$ cat src/rtl/csa_pkg.sv
// Shared types and width helpers for the carry-save stream accumulator.
// Widths derive from operand width and the per-transaction operand limit.
package csa_pkg;

    typedef enum logic [1:0] {
        IDLE    = 2'd0,
        ACCUM   = 2'd1,
        RESOLVE = 2'd2,
        DONE    = 2'd3
    } state_e;

    function automatic int acc_width(input int width, input int max_ops);
        return width + $clog2(max_ops);
    endfunction

    function automatic int cnt_width(input int max_ops);
        return $clog2(max_ops + 1);
    endfunction

endpackage

$ cat src/rtl/csa_3to2.sv
// Vector 3:2 carry-save compressor, one full adder per bit; purely combinational.
// Majority output is unshifted; the caller aligns it as a carry vector.
module csa_3to2 #(
    parameter int W = 8
) (
    input  logic [W-1:0] a_i,
    input  logic [W-1:0] b_i,
    input  logic [W-1:0] c_i,
    output logic [W-1:0] sum_o,
    output logic [W-1:0] maj_o
);

    for (genvar i = 0; i < W; i++) begin : g_fa
        assign sum_o[i] = a_i[i] ^ b_i[i] ^ c_i[i];
        assign maj_o[i] = (a_i[i] & b_i[i]) | (a_i[i] & c_i[i]) | (b_i[i] & c_i[i]);
    end

endmodule

$ cat src/rtl/csa_accum_ctrl.sv
// Reduces an operand stream to one sum in carry-save form; result 2+k cycles after last operand.
// Input stalls (in_ready=0) while resolving or holding a result; result held until out_ready.
module csa_accum_ctrl
    import csa_pkg::*;
#(
    parameter int WIDTH   = 4,
    parameter int MAX_OPS = 16,
    parameter int ACC_W   = acc_width(WIDTH, MAX_OPS),
    parameter int CNT_W   = cnt_width(MAX_OPS)
) (
    input  logic             clk,
    input  logic             rst_n,
    input  logic             in_valid,
    output logic             in_ready,
    input  logic [WIDTH-1:0] in_data,
    input  logic             in_last,
    output logic             out_valid,
    input  logic             out_ready,
    output logic [ACC_W-1:0] out_sum,
    output logic [CNT_W-1:0] out_count,
    output logic             out_ovf,
    output logic             busy
);

    localparam logic [CNT_W-1:0] CNT_MAX = CNT_W'(MAX_OPS);

    state_e           state_q, state_d;
    logic [ACC_W-1:0] s_q, s_d, c_q, c_d;
    logic [CNT_W-1:0] cnt_q, cnt_d;
    logic             ovf_q, ovf_d;

    logic [ACC_W-1:0] data_ext, csa_z, csa_sum, csa_maj;

    assign data_ext = ACC_W'(in_data);
    // Third compressor input is the new operand while accumulating, zero while resolving.
    assign csa_z    = (state_q == ACCUM) ? data_ext : '0;

    csa_3to2 #(.W(ACC_W)) u_csa (
        .a_i   (s_q),
        .b_i   (c_q),
        .c_i   (csa_z),
        .sum_o (csa_sum),
        .maj_o (csa_maj)
    );

    always_comb begin
        state_d  = state_q;
        s_d      = s_q;
        c_d      = c_q;
        cnt_d    = cnt_q;
        ovf_d    = ovf_q;
        in_ready = 1'b0;
        case (state_q)
            IDLE: begin
                in_ready = 1'b1;
                if (in_valid) begin
                    s_d     = data_ext;
                    c_d     = '0;
                    cnt_d   = CNT_W'(1);
                    ovf_d   = 1'b0;
                    state_d = in_last ? RESOLVE : ACCUM;
                end
            end
            ACCUM: begin
                in_ready = 1'b1;
                if (in_valid) begin
                    s_d = csa_sum;
                    c_d = csa_maj << 1;
                    if (cnt_q == CNT_MAX) begin
                        ovf_d = 1'b1;
                    end else begin
                        cnt_d = cnt_q + CNT_W'(1);
                    end
                    if (in_last) begin
                        state_d = RESOLVE;
                    end
                end
            end
            RESOLVE: begin
                if (c_q == '0) begin
                    state_d = DONE;
                end else begin
                    s_d = csa_sum;
                    c_d = csa_maj << 1;
                end
            end
            DONE: begin
                if (out_ready) begin
                    state_d = IDLE;
                end
            end
            default: state_d = IDLE;
        endcase
    end

    always_ff @(posedge clk or negedge rst_n) begin
        if (!rst_n) begin
            state_q <= IDLE;
            s_q     <= '0;
            c_q     <= '0;
            cnt_q   <= '0;
            ovf_q   <= 1'b0;
        end else begin
            state_q <= state_d;
            s_q     <= s_d;
            c_q     <= c_d;
            cnt_q   <= cnt_d;
            ovf_q   <= ovf_d;
        end
    end

    assign out_valid = (state_q == DONE);
    assign out_sum   = s_q;
    assign out_count = cnt_q;
    assign out_ovf   = ovf_q;
    assign busy      = (state_q != IDLE);

endmodule

$ cat config.mk
export PLATFORM = sky130hd
export DESIGN_NAME = csa_accum_ctrl
export DESIGN_NICKNAME = d
export VERILOG_FILES = /design/src/rtl/csa_pkg.sv /design/src/rtl/csa_3to2.sv /design/src/rtl/csa_accum_ctrl.sv
export SDC_FILE = /design/constraint.sdc
export NUM_CORES = 1
export LEC_CHECK = 0
export CAP_MARGIN = 5
export CORE_MARGIN = 10
export CORE_UTILIZATION = 51
export DETAILED_ROUTE_END_ITERATION = 6
export PLACE_DENSITY_LB_ADDON = 0.2
export SLEW_MARGIN = 5
export SYNTH_ARGS = -nofsm -noshare
export SYNTH_HDL_FRONTEND = slang
export SYNTH_SLANG_ARGS = --single-unit
$ cat constraint.sdc
create_clock -name clk -period 2.57 [get_ports clk]
set_clock_uncertainty 0.1 [all_clocks]
set_input_delay 0.6425 -clock clk [delete_from_list [all_inputs] [get_ports clk]]
set_output_delay 0.6425 -clock clk [all_outputs]
set_load 0.01 [all_outputs]
# Word level (Yosys, flattened, before mapping)
# Index checks and enable logic that the tools add are counted.
# Widths: inputs -> output; s select.
[classes]
n_reduce_logical = 10
n_eq_ne = 12
add_sub_neg = 1
bitwise_logic = 51
n_mux = 25
[op_table]
columns = ["op", "n"]
rows = [
  ["$mux 8", 6],
  ["$pmux 8 s3", 2],
  ["$and 1x1->1", 15],
  ["$mux 5", 3],
  ["$or 1x1->1", 14],
  ["$mux 2", 6],
  ["$ne 2x2->1 const B", 6],
  ["$reduce_and 4->1", 3],
  ["$xor 1x1->1", 12],
  ["$pmux 5 s2", 1],
  ["$logic_not 8->1", 1],
  ["$pmux 2 s4", 1],
  ["$and 1x1->1 const B", 6],
  ["$add 5x1->5 const B", 1],
  ["$eq 5x5->1 const B", 1],
  ["$reduce_and 5->1", 1],
  ["$eq 2x2->1 const B", 2],
  ["$mux 1", 4],
  ["$mux 4", 1],
  ["$ne 2x1->1 const B", 2],
  ["$reduce_bool 2->1", 2],
  ["$xor 1x1->1 const B", 4],
  ["$reduce_bool 3->1", 1],
  ["$eq 2x1->1 const B", 1],
  ["other kinds (3)", 3],
]
[word_totals]
regBits = 24
elab_cells = 104
inputBits = 9
out_inout_bits = 17

# Logic depth before layout (Yosys ltp)
[logic_depth]
word_depth = 7
depth_mapped = 7
mapped_depth_nobuf = 7

# Modules after synthesis
# From an unflattened synthesis, not the netlist that was laid out.
[hier_totals]
hier_cells = 141
area_unflattened_um2 = 1396.3
[modules_own_cells]
columns = ["module", "seq_area_each_um2", "instances", "area_each_um2", "cells_each"]
rows = [
  ["csa_accum_ctrl", 575.6, 1, 1236.2, 133],
  ["csa_3to2", 0.0, 1, 160.2, 8],
]

# Worst setup path after synthesis
# No wires, ideal clock.
[synth_timing]
path_kind = "flip-flop to flip-flop"
startpoint = "reg state_q[1]"
endpoint = "reg s_q[3], in the netlist out_sum[3]"
n_path_buf = 1
path_stages_with_launch = 8
arrival_ns = 1.712
setup_ns = 0.128
t_required_ns = 2.342
setup_slack_ns = 0.631
period_less_slack_ns = 1.939
path_cell_list = "dfrtp_1 -> inv_1 -> ha_1 -> clkbuf_1 -> and2_1 -> fa_1 -> mux2i_1 -> o21ai_0"
[synth_between]
elab_chain_cells = 5
elab_cells_between_ends = 13
cone_classes = "5 x eq/ne; 4 x mux; 1 x bitwise; 3 x reduce/logical"
[synth_lines]
columns = ["element", "line_no", "rtl"]
rows = [
  ["start, declared", "csa_accum_ctrl.sv:27", "state_e state_q, state_d;"],
  ["start signal, assigned", "csa_accum_ctrl.sv:104", "state_q <= state_d;"],
  ["$eq 2x1->1", "csa_accum_ctrl.sv:36, csa_accum_ctrl.sv:53", ""],
  ["$mux 4", "csa_accum_ctrl.sv:36", "assign csa_z = (state_q == ACCUM) ? data_ext : '0;"],
  ["$xor 1x1->1", "csa_3to2.sv:14", "assign sum_o[i] = a_i[i] ^ b_i[i] ^ c_i[i];"],
  ["$mux 8, on equally long branches", "csa_accum_ctrl.sv:80, csa_accum_ctrl.sv:66", ""],
  ["$pmux 8 s3", "csa_accum_ctrl.sv:53", "case (state_q)"],
  ["end signal, assigned", "csa_accum_ctrl.sv:99", "s_q <= '0;"],
  ["end signal, assigned", "csa_accum_ctrl.sv:105", "s_q <= s_d;"],
  ["end, declared", "csa_accum_ctrl.sv:28", "logic [ACC_W-1:0] s_q, s_d, c_q, c_d;"],
]
# Parallel ways exist; a longest one is shown, timed or not. The select of a mux whose other input is x is not followed.
# A chain may end at the register's enable or synchronous reset.

# Final worst setup path
[layout_timing]
startpoint = "reg state_q[1]"
endpoint = "out in_ready"
[layout_between]
elab_chain_cells = 3
elab_cells_between_ends = 4
cone_classes = "1 x eq/ne; 1 x mux; 2 x reduce/logical"
[layout_lines]
columns = ["element", "line_no", "rtl"]
rows = [
  ["$eq 2x1->1 / $logic_not 2->1 (equally long branches)", "csa_accum_ctrl.sv:53", ""],
  ["$reduce_or 2->1 (no source line) (*)", "--", ""],
  ["$mux 1 (*)", "csa_accum_ctrl.sv:53", ""],
  ["end, declared", "csa_accum_ctrl.sv:14", "output logic in_ready,"],
]
# Mark *: on every way between the ends. The rest lies on a longest branch, timed or not.

==> qor.yml <==
grt:
  grt_pass1_wl_mm: 4.94
  grt_pass1_vias: 1088
  overflow: 0
  antenna_found_initial: 0
  grt_usage_pct: 11.6
  grt_max_degree: 31
sta:
  finalSetupTns_ns: 0
  period_share_pct: 97.4
  fmax_ghz: 0.399
  slew_viol_final: 0
  hold_viol: 0
  maxSlewHeadroom_pct: 60.5
  post-route-min-period_ns: 2.50
  max_slew.worst_pin.slew_ns: 0.588
  setup_viol: 0
detailed_routing:
  dr.first_iter.drc_count: 56
  wl_per_cell_um: 14.9
  vias: 1049
  drt_first_pass_iters: 4
  route.detailed.drc: 0
  routed_via_density: 5.35
  drt_wl_total_mm: 2.92
  antenna_left: 0
synthesis:
  synth_compound_area_share_pct: 15.8
  synth_ff_type: "dfrtp_1"
  synth-edff-count: 0
  synth-adder-area-share_pct: 15.3
  synth_top_family_by_area: "compound AO/OA/AOI/OAI gates"
  syn_area_um2: 1370
  yosysMostFrequentCell: "nand2_1"
  ys_seq_area_share_pct: 41.9
  avgSynthCellArea_um2: 9.96
  ys_ff_latch: 23
  synth_common_cells: "nand2_1, dfrtp_1, o21ai_0"
  yosys.area.top_type: "dfrtp_1"
  async_flop_share_pct: 100
  netlist_instances: 138
  synth_warnings: 0
  synth_simple_gate_area_share_pct: 15.2
  yosysTopAreaCellShare_pct: 41.9
  synth-xor-area-share_pct: 0.638
  synthTopCellsByArea: "dfrtp_1, ha_1, nand2_1"
  synth_cell_types: 30
  synthesis.nets: 162
  synthMuxAreaShare_pct: 6.56
layout:
  drive_above_1_share_pct: 9.04
  num_antenna_cells: 0
  syn_to_final_growth_pct: 24.0
  final_cell_area_um2: 1700
  finalNetCount: 191
  final_util_pct: 67.6
floorplanning:
  core-area_um2: 2520
  fp.dieW_um: 71.9
  rows: 18
  dieArea_um2: 5170
  initial_core_util_pct: 54.5
  num_io_pins: 26
  die_y_um: 71.9
critical_path:
  worstPathMaxFanout: 4
  path_common_cell: "inv_1"
  critPathKind: "reg -> out"
  cpPeakStageDelay_ns: 0.53
  start_kind: "flip-flop"
  crit_required_ns: 1.83
  worst_setup_path_end_kind: "primary output"
  worstPathArrival_ns: 1.76
  crit_path_cell_trace: "inv_1, ha_2, nor2_2, inv_1, clkdlybuf4s50_1"
  cpMaxStageDelayCell: "clkdlybuf4s50_1"
clock_tree:
  clkLatencyLatePin_ns: 0.32
  numCtsBuffers: 3
  htree_num_levels: 1
  cts_tree: "done"
  numClockSinks: 23
  clock_path_buffers: 2
  path_clk_slew_ns: 0.13
  root_buffer: "clkbuf_4"
placed_design:
  gp_congestion: 0.845
  placed_cell_area_um2: 1660
  dp_hpwl_mm: 2.17
  portBuffers: 25
pwr:
  ir_drop_mv: 0.690
  p_total_uw: 1810
  p_leak_uw: 0.000820
  powerDensity_nw_per_um2: 1060
worst_hold_path:
  holdCritPathClass: "reg -> reg"
run:
  maxCapViolations: 0
status:
  status: "completed"
## worst paths after layout
path                                        startpoint                  endpoint  slack [ns]  cells after the start
worst min register to register     out_ovf$_DFFE_PN0P_       out_ovf$_DFFE_PN0P_        0.41                      1
max in group asynchronous                        rst_n    out_sum[2]$_DFFE_PN0P_        1.58                      2
min in group asynchronous                        rst_n  out_count[2]$_DFFE_PN0P_        0.56                      2
worst max-delay path            state_q[1]$_DFFE_PN0P_                  in_ready        0.07                      5
worst min-delay path               out_ovf$_DFFE_PN0P_       out_ovf$_DFFE_PN0P_        0.41                      1
worst max register to register  state_q[1]$_DFFE_PN0P_  out_count[3]$_DFFE_PN0P_        0.50                      7
## flip-flops by register name (all words and copies together) (netlist names)
signal and flops:
state_q 2, c_q 7, out_count 5, out_sum 8, out_ovf 1
## per-layer routing
layer | global-route usage [%] | part of all wire, % | vias to the layer above
li1 | - | - | 530
met1 | 13.2 | 44 | 495
met2 | 19.8 | 49 | 19
met3 | 3.81 | 5.7 | 5
met4 | 3.87 | 1.3 | 0
met5 | 0 | 0 | -
## where the power goes
| part | leakage, µW | internal (µW) | switching (µW) | total [µW] |
|---|---|---|---|---|
| combinational | 0.000499 | 498 | 574 | 1070 |
| clock | 0.0000150 | 60.8 | 111 | 172 |
| sequential | 0.000306 | 456 | 107 | 563 |
| total | 0.000820 | 1010 | 792 | 1810 |
## timing repair
action | 4_1_cts | 5_1_grt
setup buffers | 0 | 2
gates resized for setup | 0 | 3
hold buffers | 0 | 0
endpoints found under the setup margin | 0 | 1
## layout by cell type (no fill, tap or decap), drive strengths merged, types with 2 or more instances in the layout
| cell type | synthesis | final |
|---|---|---|
| and2 | 4 | 4 |
| inv | 10 | 10 |
| fa | 3 | 3 |
| o21ai | 18 | 18 |
| clkbuf | 4 | 4 |
| nand3 | 3 | 3 |
| ha | 12 | 12 |
| dfrtp | 23 | 23 |
| clkdlybuf4s50 | 0 | 25 |
| nor2 | 3 | 3 |
| buf | 2 | 5 |
| nand2 | 27 | 27 |
| nor3 | 2 | 2 |
| a21o | 2 | 2 |
| a22o | 3 | 3 |
| mux2i | 9 | 9 |
## critical path, delay by kind of cell, from the launching register on
family,cells,cell delay [ns]
buffers and inverters,3,0.73
flip-flops,1,0.42
adder cells (fa/ha/maj),1,0.23
AND/OR/NAND/NOR,1,0.05
## per-stage QoR
step / hold WS, ns / std cells / setup slack, ns
2_1_floorplan: 0.247 / 138 / 0.631
6_report: 0.409 / 196 / 0.0662
4_1_cts: 0.414 / 194 / 0.00702
3_5_place_dp: 0.385 / 190 / 0.349
5_1_grt: 0.437 / 196 / -0.0201
3_3_place_gp: 0.388 / 190 / 0.422
## cell type report
class | count | area, µm²
tap | 30 | 37.5
inverter | 10 | 37.5
multi-input combinational | 99 | 739
clock buffer | 4 | 26.3
fill | 201 | 818
sequential | 23 | 576
timing repair buffer | 30 | 288
## logic make-up (layout without fill, tap and decap cells)
logic type | count (synthesis) | count (layout)
buf+inv | 16 | 44
mux | 9 | 9
fa+ha+maj | 15 | 15
xor+xnor | 1 | 1
flops | 23 | 23
compound gates | 30 | 30
simple gates | 44 | 44
Note: power is estimated with default switching activity, not from simulation.
